`config.mk`:
```
export PLATFORM = sky130hd
export DESIGN_NAME = alu_result_fifo
export DESIGN_NICKNAME = d
export VERILOG_FILES = /design/src/rtl/alu_result_fifo.sv
export SDC_FILE = /design/constraint.sdc
export NUM_CORES = 1
export LEC_CHECK = 0
export ABC_AREA = 1
export CAP_MARGIN = 30
export CORE_UTILIZATION = 58
export CTS_CLUSTER_DIAMETER = 60
export DETAILED_ROUTE_END_ITERATION = 7
export PLACE_DENSITY = 0.84
export SLEW_MARGIN = 0
export SYNTH_ARGS = -nofsm -noshare
export SYNTH_HDL_FRONTEND = slang
export SYNTH_SLANG_ARGS = --single-unit
```
`constraint.sdc`:
```
create_clock -name clk -period 3.2 [get_ports clk]
set_input_delay 0.8 -clock clk [delete_from_list [all_inputs] [get_ports clk]]
set_output_delay 0.8 -clock clk [all_outputs]
set_load 0.02 [all_outputs]
```
`src/rtl/alu_result_fifo.sv`:
```
// Result buffer behind the 4-bit ALU: tags each result with status flags and
// queues the records in a DEPTH-entry FIFO with valid/ready on both sides.
module alu_result_fifo #(
  parameter int DEPTH = 4,
  parameter int CNT_W = 8
) (
  input  logic                     clk,
  input  logic                     reset,
  input  logic                     in_valid,
  output logic                     in_ready,
  input  logic [2:0]               in_op,
  input  logic [4:0]               in_result,
  output logic                     out_valid,
  input  logic                     out_ready,
  output logic [2:0]               out_op,
  output logic [4:0]               out_result,
  output logic                     out_zero,
  output logic                     out_ovf,
  output logic                     out_err,
  output logic [$clog2(DEPTH):0]   level,
  output logic [CNT_W-1:0]         ovf_count
);

  localparam int AW = $clog2(DEPTH);
  localparam int LW = AW + 1;
  localparam int RW = 11;  // {op[2:0], result[4:0], zero, ovf, err}

  // Illegal opcodes (5..7) keep the op for diagnosis but carry a zeroed result.
  function automatic logic [RW-1:0] form_record(input logic [2:0] op,
                                                input logic [4:0] res);
    logic [RW-1:0] rec;
    if (op > 3'd4) rec = {op, 5'b0, 1'b1, 1'b0, 1'b1};
    else           rec = {op, res, (res == 5'b0), res[4], 1'b0};
    return rec;
  endfunction

  function automatic logic [CNT_W-1:0] sat_inc(input logic [CNT_W-1:0] v);
    return (&v) ? v : v + CNT_W'(1);
  endfunction

  logic [RW-1:0]    r_mem [DEPTH];
  logic [AW-1:0]    r_wptr;
  logic [AW-1:0]    r_rptr;
  logic [LW-1:0]    r_level;
  logic [CNT_W-1:0] r_ovf_cnt;

  logic             w_push;
  logic             w_pop;
  logic [RW-1:0]    w_rec;
  logic [RW-1:0]    w_head;

  assign in_ready  = (r_level != LW'(DEPTH));
  assign out_valid = (r_level != '0);
  assign w_push    = in_valid && in_ready;
  assign w_pop     = out_valid && out_ready;
  assign w_rec     = form_record(in_op, in_result);

  // Stage p0: record storage (data only, never reset)
  always_ff @(posedge clk) begin
    if (w_push) r_mem[r_wptr] <= w_rec;
  end

  // Stage p0: pointers, occupancy and overflow counter
  always_ff @(posedge clk) begin
    if (reset) begin
      r_wptr    <= '0;
      r_rptr    <= '0;
      r_level   <= '0;
      r_ovf_cnt <= '0;
    end else begin
      if (w_push) r_wptr <= r_wptr + AW'(1);
      if (w_pop)  r_rptr <= r_rptr + AW'(1);
      case ({w_push, w_pop})
        2'b10:   r_level <= r_level + LW'(1);
        2'b01:   r_level <= r_level - LW'(1);
        default: r_level <= r_level;
      endcase
      if (w_push && w_rec[1]) r_ovf_cnt <= sat_inc(r_ovf_cnt);
    end
  end

  // Empty FIFO presents an all-zero head so stale slots never leak out.
  assign w_head     = out_valid ? r_mem[r_rptr] : '0;
  assign out_op     = w_head[10:8];
  assign out_result = w_head[7:3];
  assign out_zero   = w_head[2];
  assign out_ovf    = w_head[1];
  assign out_err    = w_head[0];
  assign level      = r_level;
  assign ovf_count  = r_ovf_cnt;

endmodule

```
Word-level counts from Yosys, hierarchy flattened
Memories as Yosys holds them, arrays and structs flattened. A register that Yosys moved wholly into a read port is not among the register bits.
Cells that the tools add are included.
{"block": "totals", "ram_bits": 44, "memories": 1, "latch_bits": 0, "romBits": 0, "regBits": 15, "wordCells": 30, "output_inout_bits": 24, "inputBits": 12}
{"block": "op_classes", "n_addsub": 5, "div_mod_pow": 0, "muxes": 7, "n_reduce_logical": 8, "n_eq_ne": 3, "n_mul": 0, "shifts": 0, "bitwise": 1, "order_cmp": 1}
{"memory": "r_mem", "words": 4, "width": 11, "read_ports": 1, "rd_clocked_by_memory_dff": 1, "write_ports": 1, "line": "41", "text": "logic [RW-1:0] r_mem [DEPTH];"}
{"operator": "2-to-1 mux 11 bit", "n": 1}
{"operator": "adder 8 x 1 -> 8 bit, second input constant", "n": 1}
{"operator": "2-to-1 mux 8 bit", "n": 1}
{"operator": "AND reduction 8 bit", "n": 1}
{"operator": "one-hot mux 3 bit (2 select lines)", "n": 1}
{"operator": "zero test 5 bit", "n": 1}
{"operator": "adder 2 x 1 -> 2 bit, second input constant", "n": 2}
{"operator": "2-to-1 mux 2 bit", "n": 2}
{"operator": "adder 3 x 1 -> 3 bit, second input constant", "n": 1}
{"operator": "greater-than comparator 3 bit, second input constant", "n": 1}
{"operator": "logical AND 1 bit", "n": 3}
{"operator": "!= test 3 bit, second input constant", "n": 1}
{"operator": "nonzero test 3 bit", "n": 1}
{"operator": "subtractor 3 x 1 -> 3 bit, second input constant", "n": 1}
{"operator": "== test 2 x 1 -> 1 bit, second input constant", "n": 1}
{"operator": "== test 2 bit, second input constant", "n": 1}
{"operator": "2-to-1 mux 1 bit", "n": 2}
{"operator": "AND reduction 2 bit", "n": 1}
{"operator": "nonzero test 2 bit", "n": 1}
{"operator": "NOT 1 bit", "n": 1}

Depth between registers and ports, before layout
{"block": "depth", "depth_word": 4, "ltp_mapped": 12, "depth_no_buf": 12}

Least setup slack after synthesis
Ideal clock, no wire load.
{"block": "synth_timing", "path_kind": "register to output", "from": "reg r_level[2], in the netlist level[2]", "to": "out out_result[4]", "path_buffers": 2, "setup_slack_ns": 0.703, "required_ns": 2.400, "arrival_time_ns": 1.697, "stages_incl_launch_ff": 7, "path_cell_list": "dfxtp_1 -> inv_1 -> nand2_1 -> inv_1 -> buf_2 -> a21oi_1 -> buf_4"}
{"block": "synth_via", "elab_chain_len": 2}
{"element": "start, declared", "line": "44", "text": "logic [LW-1:0] r_level;"}
{"element": "start signal, assigned", "line": "74", "text": "2'b10: r_level <= r_level + LW'(1);"}
{"element": "start signal, assigned", "line": "75", "text": "2'b01: r_level <= r_level - LW'(1);"}
{"element": "start signal, assigned", "line": "76", "text": "default: r_level <= r_level;"}
{"element": "nonzero test 3 bit", "line": "53", "text": "assign out_valid = (r_level != '0);"}
{"element": "via out_valid", "line": "13", "text": "output logic out_valid,"}
{"element": "2-to-1 mux 11 bit", "line": "83", "text": "assign w_head = out_valid ? r_mem[r_rptr] : '0;"}
{"element": "end, declared", "line": "16", "text": "output logic [4:0] out_result,"}
The timed path passes the listed nets, and every way through them passes these cells.

==> results.md <==
- Core box area: 4120 um2
- Final Max Slew Viols: 0
- Status: finished, final reports clean
- Pre-antenna DRT Iters: 4
- CTS tree: built
- Sink Count: between 50 and 60
- Post-synth EDFFs: 40
- Pwr dens: 744 nW/um2
- Final wirelength: 4990 um
- Largest net degree at the start of global routing: 21
- Worst Hold End: r_rptr[0]$_SDFFE_PP0P_
- DP Area: 2970 um2
- Clk Latency, worst-skew pair: 0.33 ns
- Hold path depth: 1
- DR top layer: met4
- Setup WS post-layout: approximately 0.13 ns
- CP Launch Type: flop
- Area delta synth->final: 22.3%
- Hold/Removal Path Class: reg2reg
- Metal2 WL: 2550 um
- Slew @ Worst Pin: 0.534 ns
- I/O pin count: 36
- Start of the worst register-to-register path: level[2]$_SDFFE_PP0P_
- Gr usage total: 24.1%
- RSZ-0062 raised after global routing: no
- Met3 wire length: 289 um
- Worst-path clk slew: 0.06 ns
- CTS hold repair buffers: 0
- Reg-to-reg endpoint: level[2]$_SDFFE_PP0P_
- Final Skew: about 0.01 ns
- Final Hold Fails: 0
- Vias in the first global route: 1794
- Fin crit share: 95.8%
- Vias per Instance: about 5.3
- Reg2reg setup slack: 1.05 ns
- First-pass GRT wire length: 7770 um
- Post-route cell area: 3150 um2
- Max-Cap Viols: 0
- Dominant cell type by area after synthesis: edfxtp_1
- Final setup TNS: 0 ns
- H-tree depth reported by CTS: 3
- Critical path endpoint category: output port
- Number of buffers created by CTS: 9
- Leakage: about 1.2 nW
- Hold slack: 0.486 ns
- Antenna violations before repair: 0
- Die W: 68.6 um
- Slowest CP cell: clkdlybuf4s50_1
- Die Ht: 68.6 um
- Dpl ws: 0.347 ns
- Cell Area, Synth: 2570 um2
- Total congestion overflow: 0
- Port bufs: 35
- Number of synthesized register bits: 57
- CP cell instances: inv_1, o21ai_0, a21oi_1, clkdlybuf4s50_1
- DP HPWL: 3400 um
- Via Count: 1940
- Worst hold path startpoint: r_rptr[0]$_SDFFE_PP0P_
- Yosys cell types: 25
- Syn Nets: 290
- Yosys warns: 0
- Root buffer cell: clkbuf_8
- Fin cells: roughly 370
- Layout Nets: 332
- Synth Area per Inst: 9.50 um2
- Post-synth top cells: 65 x nor2_1, 40 x edfxtp_1, 30 x inv_1
- Routed met1 length: 2100 um
- R2R depth: 12
- Seq/Total Area, Yosys: about three fifths
- Share of the synthesized area in the top cell type: between 40% and 50%
- Antenna Violating Nets Remaining: 0
- Highest clock rate: 326 MHz
- Setup violations, final: 0
- Req. time, crit path: 2.40 ns
- CP peak stage delay: 0.63 ns
- Core Rows: 23
- Syn Inst Count: 271
- WL/cell: around 14 um
- Count leader, synth: nor2_1
- Drt drc: 0
- Worst path arrival time: 2.27 ns
- Min cycle time layout: 3.07 ns
- VDD IR-drop max: between 500 and 600 uV
- # diodes: 0
- Post-synthesis async set-or-reset flop share: 0%
- Crit-path max FO: 20
- Placed cells: 352
- Layout cell share with drive strength beyond 1: 7.55%
- Initial Utilization: a little over three fifths
- Die area: 4710 um2
- Rel. slew slack: 64.3%
- Initial DRC Count: 155
- Setup CP Type: reg2out
- RePlAce Congestion: 0.835
- Top cells by area, synth: edfxtp_1 47%, dfxtp_1 13%, nor2_1 9.5%, o21ai_0 5.4%, a21oi_1 4.5%
- Top FF cell, synth: edfxtp_1
- Deepest clock path buffer count: 2
[routing by layer]
metal,track usage [%],vias up
met5,0,-
met4,13.5,0
met3,8.72,6
met2,40.7,71
met1,26.0,880
li1,-,983
[cell families after synthesis]
family	after synthesis	share of synthesized area [%]
buffers and inverters	40	6.47
AOI/OAI and AO/OA	55	10.8
adders and majority gates	7	3.69
DFF	57	59.9
and+or+nand+nor	111	18.8
xor gates and xnor gates	1	0.340
[worst max-delay path: cells and delay by family, from the launching register on]
kind / cells / cell delay, ns
AOI/OAI and AO/OA: 2 / 0.47
buffers and inverters: 2 / 1.06
DFF: 1 / 0.42
[worst max path at each step]
stage / start / endpoint / slack, ns / cells past startpoint
floorplan: level[2]$_SDFFE_PP0P_ / out_result[4] / 0.70 / 6
detailed placement: flop / out_ovf / 0.35 / 5
global placement: flop / out_result[4] / 0.44 / 5
CTS: flop / out_ovf / 0.12 / 4
finish: flop / out_ovf / 0.13 / 4
global route: flop / out_ovf / 0.007 / 4
[cell type report]
| cell class | count | area [um2] |
|---|---|---|
| Sequential cell | 57 | 1540 |
| Fill cell | 292 | 968 |
| Multi-Input combinational cell | 174 | 866 |
| Timing Repair Buffer | 40 | 388 |
| Clock buffer | 15 | 166 |
| Inverter | 31 | 118 |
| Tap cell | 50 | 62.6 |
| Clock inverter | 1 | 3.75 |
[report_power, final]
| group | leakage [nW] | total (mW) | switching, mW | internal [mW] |
|---|---|---|---|---|
| Combinational | 0.647 | 0.828 | 0.491 | 0.337 |
| Sequential | 0.510 | 0.947 | 0.0651 | 0.882 |
| Clock | 0.0854 | 0.567 | 0.245 | 0.322 |
| Total | 1.24 | 2.34 | 0.800 | 1.54 |
[registers in the layout, indices dropped and copies added (netlist names), named ones only]
name and cells:
r_rptr 2, r_mem 40, r_wptr 2, level 3
ovf_count 8
[cell usage in the layout, fill, tap and decap left out, types with 6 or more instances in the layout]
| cell type | netlist | routed |
|---|---|---|
| a21oi_1 | 23 | 23 |
| clkbuf_8 | 0 | 11 |
| clkdlybuf4s50_1 | 0 | 35 |
| dfxtp_1 | 17 | 16 |
| edfxtp_1 | 40 | 40 |
| ha_1 | 6 | 6 |
| inv_1 | 30 | 30 |
| nand2_1 | 25 | 25 |
| nand3_1 | 10 | 10 |
| nor2_1 | 65 | 65 |
| o21ai_0 | 28 | 28 |
[through the flow]
stage	total power, mW	util, %
final	2.34	76.5
after global routing	2.48	76.5
after CTS	2.36	76.4
after detailed placement	1.79	72.3
after global placement	1.77	72.3
after floorplan	1.47	-
[timing repair]
action,in CTS,in global routing
buffers inserted,0,0
gates resized for setup,1,1
endpoints found under the hold margin,0,0
endpoints found under the setup margin,2,1
No activity file was read; power rests on OpenSTA's default activity.
